**src/rtl/sha256_pkg.sv**
```systemverilog
// Shared SHA-256 constants and the message-controller state encoding.
package sha256_pkg;

  localparam int          SHA_BLOCK_WORDS = 16;
  localparam logic [31:0] SHA_PAD_WORD    = 32'h8000_0000;
  localparam int          SHA_LEN_HI_IDX  = 14;
  localparam int          SHA_LEN_LO_IDX  = 15;

  typedef enum logic [2:0] {
    ST_IDLE,
    ST_DATA,
    ST_PAD80,
    ST_PAD_ZERO,
    ST_LEN_HI,
    ST_LEN_LO,
    ST_WAIT_CORE
  } ShaCtrlState;

endpackage

```
**src/rtl/sha256_tail_pad.sv**
```systemverilog
// Masks the unused bytes of a short final message word and inserts the 0x80 marker.
// Purely combinational; nbytes of 4 or more passes the word through untouched.
module sha256_tail_pad
  import sha256_pkg::*;
(
  input  logic [31:0] data_i,
  input  logic [2:0]  nbytes_i,
  output logic [31:0] data_o
);

  always_comb begin
    case (nbytes_i)
      3'd0:    data_o = SHA_PAD_WORD;
      3'd1:    data_o = {data_i[31:24], 24'h80_0000};
      3'd2:    data_o = {data_i[31:16], 16'h8000};
      3'd3:    data_o = {data_i[31:8], 8'h80};
      default: data_o = data_i;
    endcase
  end

endmodule

```
**src/rtl/sha256_msg_ctrl.sv**
```systemverilog
// SHA-256 padding sequencer: streams message words into 16-word blocks for the core.
// Zero-latency pass-through of data words; in_rdy follows blk_rdy, generated words hold until blk_rdy.
module sha256_msg_ctrl
  import sha256_pkg::*;
#(
  parameter int LEN_W = 64
) (
  input  logic        clk,
  input  logic        rst,
  input  logic        in_vld,
  output logic        in_rdy,
  input  logic [31:0] in_data,
  input  logic        in_last,
  input  logic [2:0]  in_nbytes,
  output logic        blk_vld,
  input  logic        blk_rdy,
  output logic [31:0] blk_data,
  output logic        blk_first,
  output logic        blk_eob,
  output logic        blk_final,
  input  logic        core_done,
  output logic        msg_done,
  output logic        busy
);

  localparam logic [3:0] LAST_IDX    = 4'(SHA_BLOCK_WORDS - 1);
  localparam logic [3:0] PRE_LEN_IDX = 4'(SHA_LEN_HI_IDX - 1);
  localparam logic [3:0] LEN_LO_IDX  = 4'(SHA_LEN_LO_IDX);

  ShaCtrlState      state_q, state_d, resume_q, resume_d;
  logic [3:0]       widx_q, widx_d;
  logic [LEN_W-1:0] len_q, len_d;
  logic             first_q, first_d, final_q, final_d;
  logic             busy_q, busy_d, msg_done_q, msg_done_d;

  logic [31:0]      tail_word, blk_word;
  logic [63:0]      len_64;
  logic [5:0]       add_bits;
  logic             tail_short, blk_vld_raw, in_rdy_raw, blk_xfer;
  ShaCtrlState      after_st, pad_after;

  sha256_tail_pad u_tail_pad (
    .data_i   (in_data),
    .nbytes_i (in_nbytes),
    .data_o   (tail_word)
  );

  assign len_64     = 64'(len_q);
  assign tail_short = in_last && (in_nbytes < 3'd4);
  assign add_bits   = tail_short ? {in_nbytes, 3'b000} : 6'd32;
  // Every pad word goes to LEN_HI only when the length pair still fits in this block.
  assign pad_after  = (widx_q == PRE_LEN_IDX) ? ST_LEN_HI : ST_PAD_ZERO;

  always_comb begin
    blk_vld_raw = 1'b0;
    in_rdy_raw  = 1'b0;
    blk_word    = '0;
    after_st    = state_q;
    case (state_q)
      ST_IDLE, ST_DATA: begin
        blk_vld_raw = in_vld;
        in_rdy_raw  = blk_rdy;
        blk_word    = tail_short ? tail_word : in_data;
        if (!in_last)        after_st = ST_DATA;
        else if (tail_short) after_st = pad_after;
        else                 after_st = ST_PAD80;
      end
      ST_PAD80: begin
        blk_vld_raw = 1'b1;
        blk_word    = SHA_PAD_WORD;
        after_st    = pad_after;
      end
      ST_PAD_ZERO: begin
        blk_vld_raw = 1'b1;
        after_st    = pad_after;
      end
      ST_LEN_HI: begin
        blk_vld_raw = 1'b1;
        blk_word    = len_64[63:32];
        after_st    = ST_LEN_LO;
      end
      ST_LEN_LO: begin
        blk_vld_raw = 1'b1;
        blk_word    = len_64[31:0];
        after_st    = ST_IDLE;
      end
      default: ;
    endcase

    blk_xfer   = blk_vld_raw && blk_rdy && !rst;
    state_d    = state_q;
    resume_d   = resume_q;
    widx_d     = widx_q;
    len_d      = len_q;
    first_d    = first_q;
    final_d    = final_q;
    busy_d     = busy_q;
    msg_done_d = 1'b0;

    if (blk_xfer) begin
      if (state_q == ST_IDLE) begin
        first_d = 1'b1;
        busy_d  = 1'b1;
        len_d   = LEN_W'(add_bits);
      end else if (state_q == ST_DATA) begin
        len_d = len_q + LEN_W'(add_bits);
      end
      if (state_q == ST_LEN_LO) final_d = 1'b1;
      if (widx_q == LAST_IDX) begin
        widx_d   = '0;
        first_d  = 1'b0;
        state_d  = ST_WAIT_CORE;
        resume_d = after_st;
      end else begin
        widx_d  = widx_q + 4'd1;
        state_d = after_st;
      end
    end else if ((state_q == ST_WAIT_CORE) && core_done) begin
      if (final_q) begin
        state_d    = ST_IDLE;
        final_d    = 1'b0;
        busy_d     = 1'b0;
        msg_done_d = 1'b1;
      end else begin
        state_d = resume_q;
      end
    end
  end

  always_ff @(posedge clk) begin
    if (rst) begin
      state_q    <= ST_IDLE;
      resume_q   <= ST_IDLE;
      widx_q     <= '0;
      len_q      <= '0;
      first_q    <= 1'b0;
      final_q    <= 1'b0;
      busy_q     <= 1'b0;
      msg_done_q <= 1'b0;
    end else begin
      state_q    <= state_d;
      resume_q   <= resume_d;
      widx_q     <= widx_d;
      len_q      <= len_d;
      first_q    <= first_d;
      final_q    <= final_d;
      busy_q     <= busy_d;
      msg_done_q <= msg_done_d;
    end
  end

  // Handshake outputs are forced low while reset is held so nothing transfers mid-reset.
  assign blk_vld   = blk_vld_raw && !rst;
  assign in_rdy    = in_rdy_raw && !rst;
  assign blk_data  = blk_vld ? blk_word : 32'h0;
  assign blk_first = blk_vld && ((state_q == ST_IDLE) || first_q);
  assign blk_eob   = blk_vld && (widx_q == LAST_IDX);
  assign blk_final = blk_vld && (state_q == ST_LEN_LO) && (widx_q == LEN_LO_IDX);
  assign msg_done  = msg_done_q;
  assign busy      = busy_q;

endmodule

```
**config.mk**
```make
export PLATFORM = sky130hd
export DESIGN_NAME = sha256_msg_ctrl
export DESIGN_NICKNAME = d
export VERILOG_FILES = /design/src/rtl/sha256_pkg.sv /design/src/rtl/sha256_tail_pad.sv /design/src/rtl/sha256_msg_ctrl.sv
export SDC_FILE = /design/constraint.sdc
export NUM_CORES = 1
export LEC_CHECK = 0
export ABC_AREA = 1
export CORE_MARGIN = 2
export CORE_UTILIZATION = 30
export CTS_CLUSTER_DIAMETER = 200
export CTS_CLUSTER_SIZE = 30
export DETAILED_ROUTE_END_ITERATION = 10
export HOLD_SLACK_MARGIN = 0.12
export PLACE_DENSITY = 0.57
export SLEW_MARGIN = 20
export SYNTH_ARGS = -nofsm -noshare
export SYNTH_HDL_FRONTEND = slang
export SYNTH_SLANG_ARGS = --single-unit
```
**constraint.sdc**
```tcl
create_clock -name clk -period 3.1 [get_ports clk]
set_clock_uncertainty 0.05 [all_clocks]
set_input_delay 0.62 -clock clk [delete_from_list [all_inputs] [get_ports clk]]
set_output_delay 0.62 -clock clk [all_outputs]
set_load 0.02 [all_outputs]
```
; ---- Word-level counts from Yosys, hierarchy flattened
; Index checks and enable logic that the tools add are counted.
[totals]
register_bits = 78
latch_bits = 0
ram_bits = 0
mem_bits_ro = 0
inputBits = 41
out_inout_bits = 39
wordCells = 79
mem_count = 0
[classes]
add_sub_neg = 2
n_mul = 0
div_mod_pow = 0
magnitude_cmp = 1
n_eq_ne = 13
n_shift = 0
mux = 27
n_bitwise = 1
n_reduce_logical = 27
[ops]
columns = cell, n
row1 = $pmux W32 S4, 2
row2 = $mux W64, 2
row3 = $add A64 B6 Y64, 1
row4 = $mux W32, 2
row5 = $mux W3, 7
row6 = $eq A3 B2 Y1 const B, 4
row7 = $pmux W3 S4, 1
row8 = $logic_and A1 B1 Y1, 10
row9 = $mux W1, 10
row10 = $eq A3 B3 Y1 const B, 3
row11 = $eq A4 B4 Y1 const B, 2
row12 = $reduce_and A2 Y1, 4
row13 = $reduce_bool A2 Y1, 4
row14 = $eq A3 B1 Y1 const B, 2
row15 = $logic_not A3 Y1, 2
row16 = $mux W6, 1
row17 = $add A4 B1 Y4 const B, 1
row18 = $mux W4, 1
row19 = $ne A2 B1 Y1 const B, 2
row20 = $reduce_or A2 Y1, 2
row21 = $reduce_or A4 Y1, 1
row22 = $lt A3 B3 Y1 const B, 1
row23 = $reduce_and A3 Y1, 1
row24 = $reduce_or A3 Y1, 1
row25 = other kinds (4), 4

; ---- Logic depth before layout (Yosys ltp)
[logic_depth]
depth_word = 7
depth_mapped = 18
depth_no_buf = 18

; ---- Hierarchy
; A second synthesis with hierarchy kept.
[hier_totals]
cells_unflattened = 975
area_unflattened_um2 = 5594.1
[by_module_without_submodules]
columns = module, instances, cells_per_inst, area_each_um2, seq_area_each_um2
row1 = sha256_msg_ctrl, 1, 905, 5278.8, 1501.4
row2 = sha256_tail_pad, 1, 70, 315.3, 0.0

; ---- Least setup slack after synthesis
; Ideal clock, no wire load.
[synth_path]
path_kind = input to register
startpoint = in in_nbytes[2]
endpoint = reg len_q[45], in the netlist len_64[45]
setup_time_ps = 113
arrival_time_ps = 2470
required_ps = 2937
slack_ps = 468
cell_stages = 16
path_buffers = 0
path_cell_list = inv_1 > nand2_1 > nor2_1 > ha_1 > inv_1 > fa_1 > inv_1 > nand3_1 > nand2_1 > inv_1 > nor2_4 > nand2_1 > nor2_2 > nand2_1 > nor2_1 > nor2_1
[synth_between]
elab_chain_len = 6
[synth_lines]
columns = element, line
row1 = from (decl), sha256_msg_ctrl.sv:14  ; input logic [2:0] in_nbytes,
row2 = $lt A3 B3 Y1, sha256_msg_ctrl.sv:49  ; assign tail_short = in_last && (in_nbytes < 3'd4);
row3 = $logic_and A1 B1 Y1, sha256_msg_ctrl.sv:49
row4 = $mux W6 (*), sha256_msg_ctrl.sv:50  ; assign add_bits = tail_short ? {in_nbytes, 3'b000} : 6'd32;
row5 = $add A64 B6 Y64 (*), sha256_msg_ctrl.sv:106  ; len_d = len_q + LEN_W'(add_bits);
row6 = $mux W64 (*), sha256_msg_ctrl.sv:105  ; end else if (state_q == ST_DATA) begin
row7 = $mux W64 (*), sha256_msg_ctrl.sv:101  ; if (state_q == ST_IDLE) begin
row8 = to (signal assigned), sha256_msg_ctrl.sv:144  ; len_q <= len_d;
row9 = to (decl), sha256_msg_ctrl.sv:32  ; logic [LEN_W-1:0] len_q, len_d;
; Mark *: on every way between the ends. The rest lies on a longest branch, timed or not. The select of a mux whose other input is x is not followed.
; A chain may end at the register's enable or synchronous reset.

; ---- Worst setup path after layout
[layout_path]
startpoint = in in_nbytes[2]
endpoint = out blk_data[22]
[layout_between]
elab_chain_len = 5
word_cells_on_any_way = 10
cone_classes = 1 x order compare / 3 x eq/ne / 4 x mux / 2 x reduce/logical
[layout_lines]
columns = element, line
row1 = $eq A3 B2 Y1 (tied with other cells), sha256_tail_pad.sv:12  ; case (nbytes_i)
row2 = $pmux W32 S4 / $logic_and A1 B1 Y1 (equally long branches), "sha256_tail_pad.sv:12, sha256_msg_ctrl.sv:49"
row3 = $mux W32 (*), sha256_msg_ctrl.sv:63  ; blk_word = tail_short ? tail_word : in_data;
row4 = $pmux W32 S4 (*), sha256_msg_ctrl.sv:59  ; case (state_q)
row5 = $mux W32 (*), sha256_msg_ctrl.sv:155  ; assign blk_data = blk_vld ? blk_word : 32'h0;
row6 = to (decl), sha256_msg_ctrl.sv:17  ; output logic [31:0] blk_data,
; Mark *: on every way between the ends. The rest lies on a longest branch, timed or not.

==> results.ini <==
[critical_path]
crit_start = in_nbytes[2]
reg2regPathDepth = 12
path_cells = clkdlybuf4s50_1, inv_2, nand2_4, nor2_4, buf_4, clkinvlp_4, a32oi_1, a21oi_1, dlygate4sd2_1
arrival_ns = 2.30
cp_top_family = buffers and inverters
cpPeakStageDelay_ns = 0.44
startpoint_type = primary input
r2r_setup_slack_ns = 0.77
crit_buf_inv = 5
r2r-end = len_64[25]$_SDFFE_PP0P_
worst_ep_required_time_ns = 2.43
critical_path_class = primary input to output port
endpoint_kind = output port
r2r_start = len_64[3]$_SDFFE_PP0P_
crit_fanout = 8
critical_path.slowest_cell = clkdlybuf4s50_1

[power_and_ir_drop]
p_seq_share_pct = 41.3
ir_worst_vdd_mv = 0.255
p_leak_nw = 2.85
power.density_nw_per_um2 = 355
power_frac_comb_pct = 13.5
p_total_mw = 2.37
switching_share_pct = 26.0
power_switching_mw = 0.616
clock_power_share_pct = 45.2
cell_internal_pwr_mw = 1.76

[synthesis]
synth.most_common_cell = nand2_1
async_flop_share_pct = 0
synth_common_cells = nand2_1 (184), nor2_1 (149), inv_1 (123)
synth_seq_cells = 75
synth-edff-count = 0
synthesis.area_um2 = 4980
ys_seq_area_share_pct = 30.2
syn-num-nets = 868
synthTopCellsByArea = dfxtp_1 (30%), nand2_1 (14%), nor2_1 (11%)
netlist.area_leader.share_pct = 30.2
yosysTopAreaCell = dfxtp_1
synth_cell_types = 42
yosysWarnings = 0
synth_flop_cell = dfxtp_1
syn_area_per_cell_um2 = 6.06
synthCells = 821

[clocking]
cts_tree = yes
ctsHtreeMaxLevel = 3
clk_latency_ns = 0.35
clkTransAtPathRegs_ns = 0.06
cts.sinks = 75
ctsRootBufferMaster = clkbuf_16
hold_buffers = 0
cts_buffers = 9
clockBufferDepth = 2

[floorplan]
fp.dieH_um = 133
row_count = 47
ios = 80
fp.dieArea_um2 = 17600
die_x_um = 133
start_util_pct = 30.3
coreArea_um2 = 16400

[sta]
setup-violations-final = 0
post-route-period-util_pct = 95.7
max-slew-margin-rel_pct = 70.3
holdWs_ns = 0.416
hold_viol = 0
clock.fmax_ghz = 0.337
setup_ws_ns = 0.133
finalCriticalPeriod_ns = 2.97
report.final.slew_viol_count = 0
worstMarginPinSlew_ns = 0.442

[routing]
drc_errors = 0
drt_iter0_drc = 344
num_vias = 5714
drtPass1Iterations = 5
postRouteAntennaNets = 0
wl_per_cell_um = 15.2
routed_wl_um = 17800
via_per_inst = 4.90

[final_layout]
syn_to_final_growth_pct = 34.3
nFillCells = 1773
drive_gt1_share_pct = 10.6
n_antenna_cell = 0
num-nets-final = 989
utilization_pct = 40.8

[grt]
grt_first_pass_wirelength_um = 27800
grt_max_degree = 27
grt_overflow = 0
antenna_found_initial = 0
grt_use_total_pct = 20.3
grt_pass1_vias = 5266

[hold_path]
hold_depth = 2
min_to = resume_q[0]$_SDFFE_PP0P_
hold_start = resume_q[0]$_SDFFE_PP0P_
hp-class = flip-flop to flip-flop

[outcome]
status = finished clean

[run]
max-cap-violations = 0

[place]
gp_congestion = 0.913
hpwl_um = 14000
pre_cts_ws_ns = -0.279
portBuffers = 79

worst reg2reg max path, delay by kind of cell (launching register included):
family	cells	cell delay, ns
adder cells (fa/ha/maj)	2	0.59
buffers and inverters	5	0.53
AND/OR/NAND/NOR	4	0.47
flip-flops	1	0.39
AO/OA/AOI/OAI	1	0.20
how the worst max path moves through the flow:
stage                     cells after the start                      end
final                                         9             blk_data[22]
after global routing                         17  len_64[31]$_SDFFE_PP0P_
after CTS                                    17  len_64[45]$_SDFFE_PP0P_
after detailed placement                     16  len_64[45]$_SDFFE_PP0P_
after global placement                        9             blk_data[15]
after floorplan                              16  len_64[45]$_SDFFE_PP0P_
cell usage in the layout (no fill, tap or decap), types with 3 or more instances in the layout:
master | netlist | routed
buf_4 | 2 | 44
clkbuf_16 | 0 | 9
buf_12 | 0 | 5
inv_2 | 4 | 6
inv_1 | 123 | 120
nand2_2 | 4 | 5
o21ai_1 | 4 | 4
nor2_1 | 149 | 146
o21a_1 | 3 | 3
nor2_4 | 4 | 7
nand3b_1 | 4 | 4
a211oi_1 | 3 | 3
a221oi_1 | 6 | 6
o22ai_1 | 14 | 14
nand2_1 | 184 | 182
o21ai_0 | 34 | 34
nand3_1 | 47 | 46
clkinv_2 | 0 | 3
dlygate4sd2_1 | 0 | 33
nor2_2 | 3 | 3
ha_1 | 5 | 4
nand3_2 | 2 | 3
o211ai_1 | 5 | 5
clkdlybuf4s50_1 | 0 | 44
nand4_1 | 23 | 23
a31oi_1 | 17 | 17
dfxtp_1 | 75 | 74
a21oi_1 | 47 | 47
nor3_1 | 26 | 26
per-stage QoR:
step	TNS (ns)	instances	area [um^2]
after floorplan	0	821	4980
after global placement	-9.02	1148	6360
after detailed placement	-10.53	1148	6360
after CTS	0	1164	6620
after global routing	-0.0363	1167	6690
final	0	1167	6690
layer usage:
layer	track usage, %	share of wire, %	vias to the layer above
met4	5.73	2.0	0
met2	33.6	45	172
met3	3.98	5.5	26
met1	26.9	47	2598
li1	-	-	2918
met5	0	0	-
flip-flops by register name, summed over array words and instances, names as in the netlist:
register  count
busy          1
final_q       1
first_q       1
len_64       61
msg_done      1
resume_q      3
state_q       3
widx_q        4
cell families after synthesis:
family                   synth area share, %
flip-flops                              30.2
XOR/XNOR                               0.176
AO/OA/AOI/OAI                           15.9
adder cells (fa/ha/maj)                 1.66
buffers and inverters                   11.5
AND/OR/NAND/NOR                         40.6
power by group through the flow:
stage / sequential [mW] / combinational, mW / clock (mW)
6_report: 0.979 / 0.321 / 1.07
5_1_grt: 0.979 / 0.349 / 1.13
4_1_cts: 0.978 / 0.319 / 1.09
3_5_place_dp: 1.00 / 0.331 / 0
3_3_place_gp: 1.00 / 0.332 / 0
2_1_floorplan: 0.998 / 0.160 / 0
final cells by class:
cell class                 count  area, um^2  share of cell area [%]
timing repair buffer         128        1180                    17.7
inverter                     128         487                    7.28
clock inverter                 5        52.6                   0.786
sequential                    75        1500                    22.5
tap                          220         275                    4.12
multi-input combinational    600        2940                    44.0
clock buffer                  11         243                    3.63
repair_timing:
item	in CTS	in global routing
setup endpoints to repair	33	57
resized for setup	36	14
pin swaps	0	5
cloned	0	0
buffers inserted	0	3
Power figures use the tool's default switching activity.
